## src/rtl/acc_pkg.sv

```systemverilog
`default_nettype none
// ============================================================================
// Module      : acc_pkg
// Description : Shared types for the accelerator response reorder stage.
//               Holds the reorder-entry state encoding and the helper that
//               sizes tag indices and pointers from the entry count.
// Revision    : 1.0  initial release
// ============================================================================
package acc_pkg;

    // Lifecycle of one reorder entry: allocated on issue, filled on response,
    // released when the core takes the response.
    typedef enum logic [1:0] {
        ENTRY_FREE   = 2'd0,
        ENTRY_ISSUED = 2'd1,
        ENTRY_DONE   = 2'd2
    } entry_state_e;

    // Width of a tag index / ring pointer for a given entry count.
    // A single entry still needs a one-bit signal to be legal RTL.
    function automatic int idx_width(input int num_tags);
        return (num_tags > 1) ? $clog2(num_tags) : 1;
    endfunction

endpackage : acc_pkg
`default_nettype wire

```

## src/rtl/acc_rob_entry.sv

```systemverilog
`default_nettype none
// ============================================================================
// Module      : acc_rob_entry
// Description : One reorder-buffer entry: state register plus the captured
//               response data and error flag.
//   clk_i, rst_n          : clock, asynchronous active-high reset
//   issue_i               : request handshake targets this entry
//   capture_i             : legal response handshake targets this entry
//   retire_i              : core response handshake targets this entry
//   data_i, error_i       : response payload to store on capture
//   state_o, data_o,
//   error_o               : current entry contents
// Revision    : 1.0  initial release
// ============================================================================
module acc_rob_entry
    import acc_pkg::*;
#(
    parameter int DataWidth = 32
) (
    input  logic                 clk_i,
    input  logic                 rst_n,
    input  logic                 issue_i,
    input  logic                 capture_i,
    input  logic                 retire_i,
    input  logic [DataWidth-1:0] data_i,
    input  logic                 error_i,
    output entry_state_e         state_o,
    output logic [DataWidth-1:0] data_o,
    output logic                 error_o
);

    typedef struct packed {
        entry_state_e         state;
        logic [DataWidth-1:0] data;
        logic                 error;
    } rob_entry_t;

    rob_entry_t   r_entry;
    entry_state_e w_next_state;
    logic         w_store;

    always_comb begin
        w_next_state = r_entry.state;
        w_store      = 1'b0;
        case (r_entry.state)
            ENTRY_FREE: begin
                if (issue_i) begin
                    w_next_state = ENTRY_ISSUED;
                end
            end
            ENTRY_ISSUED: begin
                if (capture_i) begin
                    w_next_state = ENTRY_DONE;
                    w_store      = 1'b1;
                end
            end
            ENTRY_DONE: begin
                if (retire_i) begin
                    w_next_state = ENTRY_FREE;
                end
            end
            default: begin
                w_next_state = ENTRY_FREE;
            end
        endcase
    end

    always_ff @(posedge clk_i or posedge rst_n) begin
        if (rst_n) begin
            r_entry <= '{state: ENTRY_FREE, data: '0, error: 1'b0};
        end else begin
            r_entry.state <= w_next_state;
            if (w_store) begin
                r_entry.data  <= data_i;
                r_entry.error <= error_i;
            end
        end
    end

    assign state_o = r_entry.state;
    assign data_o  = r_entry.data;
    assign error_o = r_entry.error;

endmodule : acc_rob_entry
`default_nettype wire

```

## src/rtl/acc_rsp_reorder.sv

```systemverilog
`default_nettype none
// ============================================================================
// Module      : acc_rsp_reorder
// Description : Master-side reorder stage. Tags each offloaded core request
//               with an in-order ID, captures out-of-order responses from the
//               interconnect, and hands them back to the core in issue order.
//   core_q_*        : core request (fall-through to acc_q_*)
//   core_p_*        : in-order response to the core
//   acc_q_*         : request to interconnect, acc_q_id_o = allocated tag
//   acc_p_*         : response from interconnect, always accepted
//   outstanding_o   : number of entries not FREE
//   id_err_o        : one-cycle pulse after a response with an illegal ID
// Revision    : 1.0  initial release
// ============================================================================
module acc_rsp_reorder
    import acc_pkg::*;
#(
    parameter int DataWidth    = 32,
    parameter int AccAddrWidth = 3,
    parameter int IdWidth      = 5,
    parameter int NumTags      = 8
) (
    input  logic                       clk_i,
    input  logic                       rst_n,
    input  logic                       core_q_valid_i,
    output logic                       core_q_ready_o,
    input  logic [AccAddrWidth-1:0]    core_q_addr_i,
    input  logic [DataWidth-1:0]       core_q_data_i,
    output logic                       core_p_valid_o,
    input  logic                       core_p_ready_i,
    output logic [DataWidth-1:0]       core_p_data_o,
    output logic                       core_p_error_o,
    output logic                       acc_q_valid_o,
    input  logic                       acc_q_ready_i,
    output logic [AccAddrWidth-1:0]    acc_q_addr_o,
    output logic [DataWidth-1:0]       acc_q_data_o,
    output logic [IdWidth-1:0]         acc_q_id_o,
    input  logic                       acc_p_valid_i,
    output logic                       acc_p_ready_o,
    input  logic [DataWidth-1:0]       acc_p_data_i,
    input  logic                       acc_p_error_i,
    input  logic [IdWidth-1:0]         acc_p_id_i,
    output logic [$clog2(NumTags+1)-1:0] outstanding_o,
    output logic                       id_err_o
);

    localparam int TAG_W = idx_width(NumTags);
    localparam int CNT_W = $clog2(NumTags + 1);

    logic [TAG_W-1:0]     r_wr_ptr;
    logic [TAG_W-1:0]     r_rd_ptr;
    logic [CNT_W-1:0]     r_count;
    logic                 r_id_err;

    entry_state_e         w_state [NumTags];
    logic [DataWidth-1:0] w_data  [NumTags];
    logic                 w_error [NumTags];

    logic                 w_full;
    logic                 w_issue;
    logic                 w_retire;
    logic                 w_upper_zero;
    logic                 w_id_legal;
    logic                 w_capture;
    logic [TAG_W-1:0]     w_rsp_idx;

    // Full comes from the registered count only, so a retire frees a slot
    // for the following cycle and never combinationally unblocks issue.
    assign w_full         = (r_count == CNT_W'(NumTags));
    assign acc_q_valid_o  = core_q_valid_i & ~w_full;
    assign core_q_ready_o = acc_q_ready_i & ~w_full;
    assign acc_q_addr_o   = core_q_addr_i;
    assign acc_q_data_o   = core_q_data_i;
    assign acc_q_id_o     = IdWidth'(r_wr_ptr);
    assign w_issue        = core_q_valid_i & acc_q_ready_i & ~w_full;

    // Every issued request owns an entry, so responses are never stalled.
    assign acc_p_ready_o  = 1'b1;

    assign core_p_valid_o = (w_state[r_rd_ptr] == ENTRY_DONE);
    assign core_p_data_o  = w_data[r_rd_ptr];
    assign core_p_error_o = w_error[r_rd_ptr];
    assign w_retire       = core_p_valid_o & core_p_ready_i;

    // ID bits above the tag index must be zero to address a real entry.
    generate
        if (IdWidth > TAG_W) begin : g_id_upper
            assign w_upper_zero = ~|acc_p_id_i[IdWidth-1:TAG_W];
        end else begin : g_id_no_upper
            assign w_upper_zero = 1'b1;
        end
    endgenerate

    assign w_rsp_idx  = acc_p_id_i[TAG_W-1:0];
    assign w_id_legal = w_upper_zero & (w_state[w_rsp_idx] == ENTRY_ISSUED);
    assign w_capture  = acc_p_valid_i & w_id_legal;

    generate
        for (genvar g = 0; g < NumTags; g++) begin : g_entry
            acc_rob_entry #(
                .DataWidth (DataWidth)
            ) u_entry (
                .clk_i     (clk_i),
                .rst_n     (rst_n),
                .issue_i   (w_issue   & (r_wr_ptr  == TAG_W'(g))),
                .capture_i (w_capture & (w_rsp_idx == TAG_W'(g))),
                .retire_i  (w_retire  & (r_rd_ptr  == TAG_W'(g))),
                .data_i    (acc_p_data_i),
                .error_i   (acc_p_error_i),
                .state_o   (w_state[g]),
                .data_o    (w_data[g]),
                .error_o   (w_error[g])
            );
        end
    endgenerate

    // NumTags is a power of two, so the pointers wrap by natural overflow.
    always_ff @(posedge clk_i or posedge rst_n) begin
        if (rst_n) begin
            r_wr_ptr <= '0;
            r_rd_ptr <= '0;
            r_count  <= '0;
            r_id_err <= 1'b0;
        end else begin
            r_id_err <= acc_p_valid_i & ~w_id_legal;
            if (w_issue) begin
                r_wr_ptr <= r_wr_ptr + 1'b1;
            end
            if (w_retire) begin
                r_rd_ptr <= r_rd_ptr + 1'b1;
            end
            case ({w_issue, w_retire})
                2'b10:   r_count <= r_count + 1'b1;
                2'b01:   r_count <= r_count - 1'b1;
                default: r_count <= r_count;
            endcase
        end
    end

    assign outstanding_o = r_count;
    assign id_err_o      = r_id_err;

endmodule : acc_rsp_reorder
`default_nettype wire

```

## config.mk

```make
export PLATFORM = sky130hd
export DESIGN_NAME = acc_rsp_reorder
export DESIGN_NICKNAME = d
export VERILOG_FILES = /design/src/rtl/acc_pkg.sv /design/src/rtl/acc_rob_entry.sv /design/src/rtl/acc_rsp_reorder.sv
export SDC_FILE = /design/constraint.sdc
export NUM_CORES = 1
export LEC_CHECK = 0
export BUFFER_PORTS_ARGS = -buffer_cell sky130_fd_sc_hd__buf_2
export CAP_MARGIN = 0
export CORE_MARGIN = 5
export CORE_UTILIZATION = 45
export DETAILED_ROUTE_END_ITERATION = 8
export REMOVE_ABC_BUFFERS = 1
export SETUP_SLACK_MARGIN = 0.15
export SYNTH_ARGS = -nofsm -noshare
export SYNTH_HDL_FRONTEND = slang
export SYNTH_SLANG_ARGS = --single-unit
```

## constraint.sdc

```tcl
create_clock -name clk_i -period 29.7 [get_ports clk_i]
set_input_delay 5.94 -clock clk_i [delete_from_list [all_inputs] [get_ports clk_i]]
set_output_delay 5.94 -clock clk_i [all_outputs]
set_load 0.05 [all_outputs]
```

# Word-level counts from Yosys, hierarchy flattened
# Cells that the tools add are included.
[classes] bitwise=36 eq_ne=66 muxes=61 n_reduce_logical=22 order_cmp=2 n_addsub=4
[op_table] cell="binary-select mux 32 bit (select 3 bit)" count=1
[op_table] cell="2-to-1 mux 32 bit" count=2
[op_table] cell="2-to-1 mux 2 bit" count=28
[op_table] cell="inequality test 2 x 1 -> 1 bit, second input constant" count=24
[op_table] cell="case mux 2 bit (3 select lines)" count=8
[op_table] cell="== test 3 bit, second input constant" count=12
[op_table] cell="bitwise AND 1 bit" count=32
[op_table] cell="AND reduction 3 bit" count=8
[op_table] cell="== test 2 x 1 -> 1 bit, second input constant" count=10
[op_table] cell="== test 2 bit, second input constant" count=10
[op_table] cell="== test 3 x 2 -> 1 bit, second input constant" count=6
[op_table] cell="2-to-1 mux 1 bit" count=18
[op_table] cell="zero test 2 bit" count=8
[op_table] cell="binary-select mux 2 bit (select 3 bit)" count=2
[op_table] cell="== test 3 x 1 -> 1 bit, second input constant" count=3
[op_table] cell="zero test 3 bit" count=3
[op_table] cell=">= comparator 4 bit, second input constant" count=2
[op_table] cell="NOT 3 -> 4 bit" count=2
[op_table] cell="case mux 4 bit (2 select lines)" count=1
[op_table] cell="adder 3 x 1 -> 3 bit, second input constant" count=2
[op_table] cell="adder 4 x 1 -> 4 bit, second input constant" count=1
[op_table] cell="== test 4 bit, second input constant" count=1
[op_table] cell="subtractor 4 x 1 -> 4 bit, second input constant" count=1
[op_table] cell="binary-select mux 1 bit (select 3 bit)" count=1
[op_table] cell="other kinds (4)" count=5
[word_totals] reg_bits=291 word_cells=219

# Longest topological paths before layout
[logic_depth] depth_word=10 mapped_depth=10

# Modules after synthesis
# Synthesis repeated with hierarchy kept, for this count alone.
[unflattened] hier_cells=1021 area_unflattened_um2=15172.1
[modules_own_cells] module="acc_rob_entry" area_per_inst_um2=1442.6 instances=8 cells_each=78
[modules_own_cells] module="acc_rsp_reorder" area_per_inst_um2=3631.0 instances=1 cells_each=397

# Least setup slack after synthesis
# No wires, ideal clock.
[synth_path] path_type="input port to output port" from="input core_q_valid_i" to="output acc_q_valid_o" path_stages=1 slack_ps=17413 arrival_time_ps=6347 t_required_ps=23760 path_buffers=0 path_cell_list="and2_1"
[synth_between] elab_chain_cells=1
[synth_rtl] element="from (decl)" line_no="acc_rsp_reorder.sv:25" text="input logic core_q_valid_i,"
[synth_rtl] element="bitwise AND 1 bit" line_no="acc_rsp_reorder.sv:70" text="assign acc_q_valid_o = core_q_valid_i & ~w_full;"
[synth_rtl] element="to (decl)" line_no="acc_rsp_reorder.sv:33" text="output logic acc_q_valid_o,"
# No other way between the ends.

# Final worst setup path
# Same ends and word-level chain as after synthesis.

==> impl_metrics.json <==
{
  "clkLatencyLatePin_ns": 0.50,
  "slew_headroom_pct": 33.77,
  "grt_overflow": 0,
  "ys_types": 48,
  "drt-pass1-iter-count": 5,
  "fin_crit_ns": 12.31,
  "synthTopCellsByArea": "dfrtp_1, mux2_2, mux4_2, nand2_1, buf_4",
  "hold_viol_final": 0,
  "ir_worst_vdd_v": 0.00004090,
  "htree_levels": 2,
  "core_sq_um": 30430,
  "synth-main-ff-cell": "dfrtp_1",
  "synthToLayoutAreaGrowth_pct": 11.75,
  "stdcell_count": 1425,
  "grtUsageMet1_pct": 27.09,
  "wirelength_um": 30620,
  "yosysSeqAreaShare_pct": 52.74,
  "globalplace.congestion": 0.7436,
  "num_io_pins": 161,
  "post_cts_buffers": 0,
  "via_per_inst": 5.492,
  "worst_slew_pin_slew_ns": 0.9934,
  "drv_slew": 0,
  "status": "finished clean",
  "powerDensity_nw_per_um2": 80.92,
  "synthCells": 958,
  "fmax_mhz": 81.21,
  "die_h_um": 185.2,
  "syn_avg_cell_area_sq_um": 14.41,
  "final_antenna_net_count": 0,
  "grt_use_met3_pct": 4.340,
  "p_total_mw": 1.249,
  "route.detailed.drc": 0,
  "worst_setup_path_end_kind": "primary output",
  "start_util_pct": 45.37,
  "grt_pass1_vias": 8332,
  "synth.cell_area_sq_um": 13810,
  "vias": 7826,
  "drv_cap": 0,
  "hold_path.class": "reg -> reg",
  "final.setup.tns_ns": 0,
  "drt-initial-drc-count": 386,
  "antenna_found_initial": 2,
  "cp.required_ns": 23.76,
  "finalSetupViolCount": 0,
  "synth-async-reset-ratio_pct": 100.0,
  "clock_path_buffers": 3,
  "clock_sinks": 291,
  "grt_pass1_wl_um": 48700,
  "yosysWarnings": 0,
  "holdWs_ns": 0.4443,
  "cts-resized-gates": 0,
  "nets": 1101,
  "grt_max_degree": 142,
  "critical_path_class": "in -> out",
  "cts-root-buf": "clkbuf_16",
  "grt.total_usage_pct": 18.40,
  "ys_seq_elements": 291,
  "clk_pin_slew_ns": 0.06,
  "die_x_um": 185.2,
  "rsz0062_at_grt": "false",
  "grt.busiest_layer": "met2",
  "cts_hold_buf": 0,
  "hpwlAfterDp_um": 17230,
  "routedWlPerCell_um": 21.48,
  "layout-drive-gt1-share_pct": 48.39,
  "yosysTopAreaCellShare_pct": 52.74,
  "cts_made_buffers": 34,
  "dpl.cell_count": 1366,
  "worstPathMaxFanout": 2,
  "io_buffers": 87,
  "worstPathArrival_ns": 6.37,
  "dieArea_sq_um": 34290,
  "leakage_nw": 7.553,
  "rows": 64,
  "tritoncts": "built",
  "skew_ns": 0.005856,
  "synth_top_area_cell": "dfrtp_1",
  "synth-edff-count": 0,
  "met2_usage_pct": 27.99,
  "crit_path_start_kind": "input pin",
  "finalCritPeriodShare_pct": 41.46
}
[layer usage]
layer | wire length (um) | vias to the layer above | share of wire, %
met5 | 65 | - | 0.21
met4 | 537 | 6 | 1.8
met3 | 1612 | 44 | 5.3
met2 | 13730 | 171 | 45
met1 | 14670 | 4089 | 48
li1 | - | 3516 | -
[critical path, stage by stage]
cell    delay, ns
buf_2        0.08
and2_1       0.10
buf_2        0.25
[flip-flops by register name, summed over array words and instances, names as in the netlist]
| name | flops |
|---|---|
| g_entry.u_entry.data_o | 256 |
| g_entry.u_entry.state_o | 16 |
| g_entry.u_entry.error_o | 8 |
| outstanding_o | 4 |
| r_rd_ptr | 3 |
| r_wr_ptr | 3 |
| id_err_o | 1 |
[power breakdown]
part / total [mW] / switching [mW] / internal, mW
registers: 0.503 / 0.0483 / 0.455
clock network: 0.402 / 0.153 / 0.249
logic: 0.343 / 0.200 / 0.143
total: 1.25 / 0.402 / 0.847
[cell families after synthesis]
logic type,Yosys count,share of synthesized area (%)
AND/OR/NAND/NOR,168,5.999
XOR/XNOR,4,0.2538
multiplexers,343,33.79
AO/OA/AOI/OAI,27,1.260
adder cells (fa/ha/maj),16,1.504
other,2,0.05439
flip-flops,291,52.74
buffers and inverters,107,4.395
[final cells by class]
type                       count  area [sq um]
inverter                      16         67.56
clock inverter                 3         43.79
fill                        2628         15000
sequential                   291          7291
multi-input combinational    561          5932
antenna                        2         5.005
clock buffer                  54          1047
tap                          396         495.5
timing repair buffer         102         548.0
[synth_stat cells, types with 4 or more instances]
library cell,count
ha_1,15
nand3_1,5
mux2_1,4
nor2_1,14
nand2_1,110
nand2b_1,10
nor2b_1,7
buf_4,38
dfrtp_1,291
mux2i_1,6
a21oi_1,7
clkbuf_1,26
buf_6,7
mux2_2,261
o21ai_0,7
buf_1,12
buf_2,8
inv_1,14
mux4_2,72
[per-stage QoR]
stage	setup WS, ns	instance area (sq um)	utilization [%]
3_3_place_gp	17.38	14330	47.11
4_1_cts	17.38	15420	50.69
3_5_place_dp	17.38	14330	47.11
2_1_floorplan	15.73	13260	-
5_1_grt	17.35	15420	50.69
6_report	17.39	15430	50.71
[layout by cell type, fill, tap and decap left out, drive strengths merged, types with 2 or more instances in the layout]
cell    synthesis  final
a21oi           7      7
o22ai           2      2
xnor2           3      3
clkbuf         26     54
nand2         110    110
mux2          265    265
dfrtp         291    291
ha             15     15
and2            3      3
diode           0      2
nor2           14     14
o21ai           7      7
inv            16     17
mux4           72     72
nand4b          4      4
conb            2      3
o32ai           2      2
nor4b           3      3
nand4           3      3
mux2i           6      6
nor2b           7      7
buf            65    102
o21bai          3      3
nand3b          2      2
nand3           5      5
nand2b         10     10
[final timing paths]
path,from,end,slack [ns],cells after the start
setup reg to reg,r_rd_ptr[0]$_DFFE_PP0P_,outstanding_o[3]$_DFFE_PP0P_,26.21,9
hold / removal,g_entry[5].u_entry.state_o[1]$_DFFE_PP0P_,g_entry[5].u_entry.state_o[0]$_DFFE_PP0P_,0.44,1
max in group asynchronous,rst_n,r_rd_ptr[1]$_DFFE_PP0P_,22.44,3
min in group asynchronous,rst_n,outstanding_o[0]$_DFFE_PP0P_,5.66,2
setup / recovery,core_q_valid_i,acc_q_valid_o,17.39,3
hold reg to reg,g_entry[5].u_entry.state_o[1]$_DFFE_PP0P_,g_entry[5].u_entry.state_o[0]$_DFFE_PP0P_,0.44,1
Power figures use the tool's default switching activity.
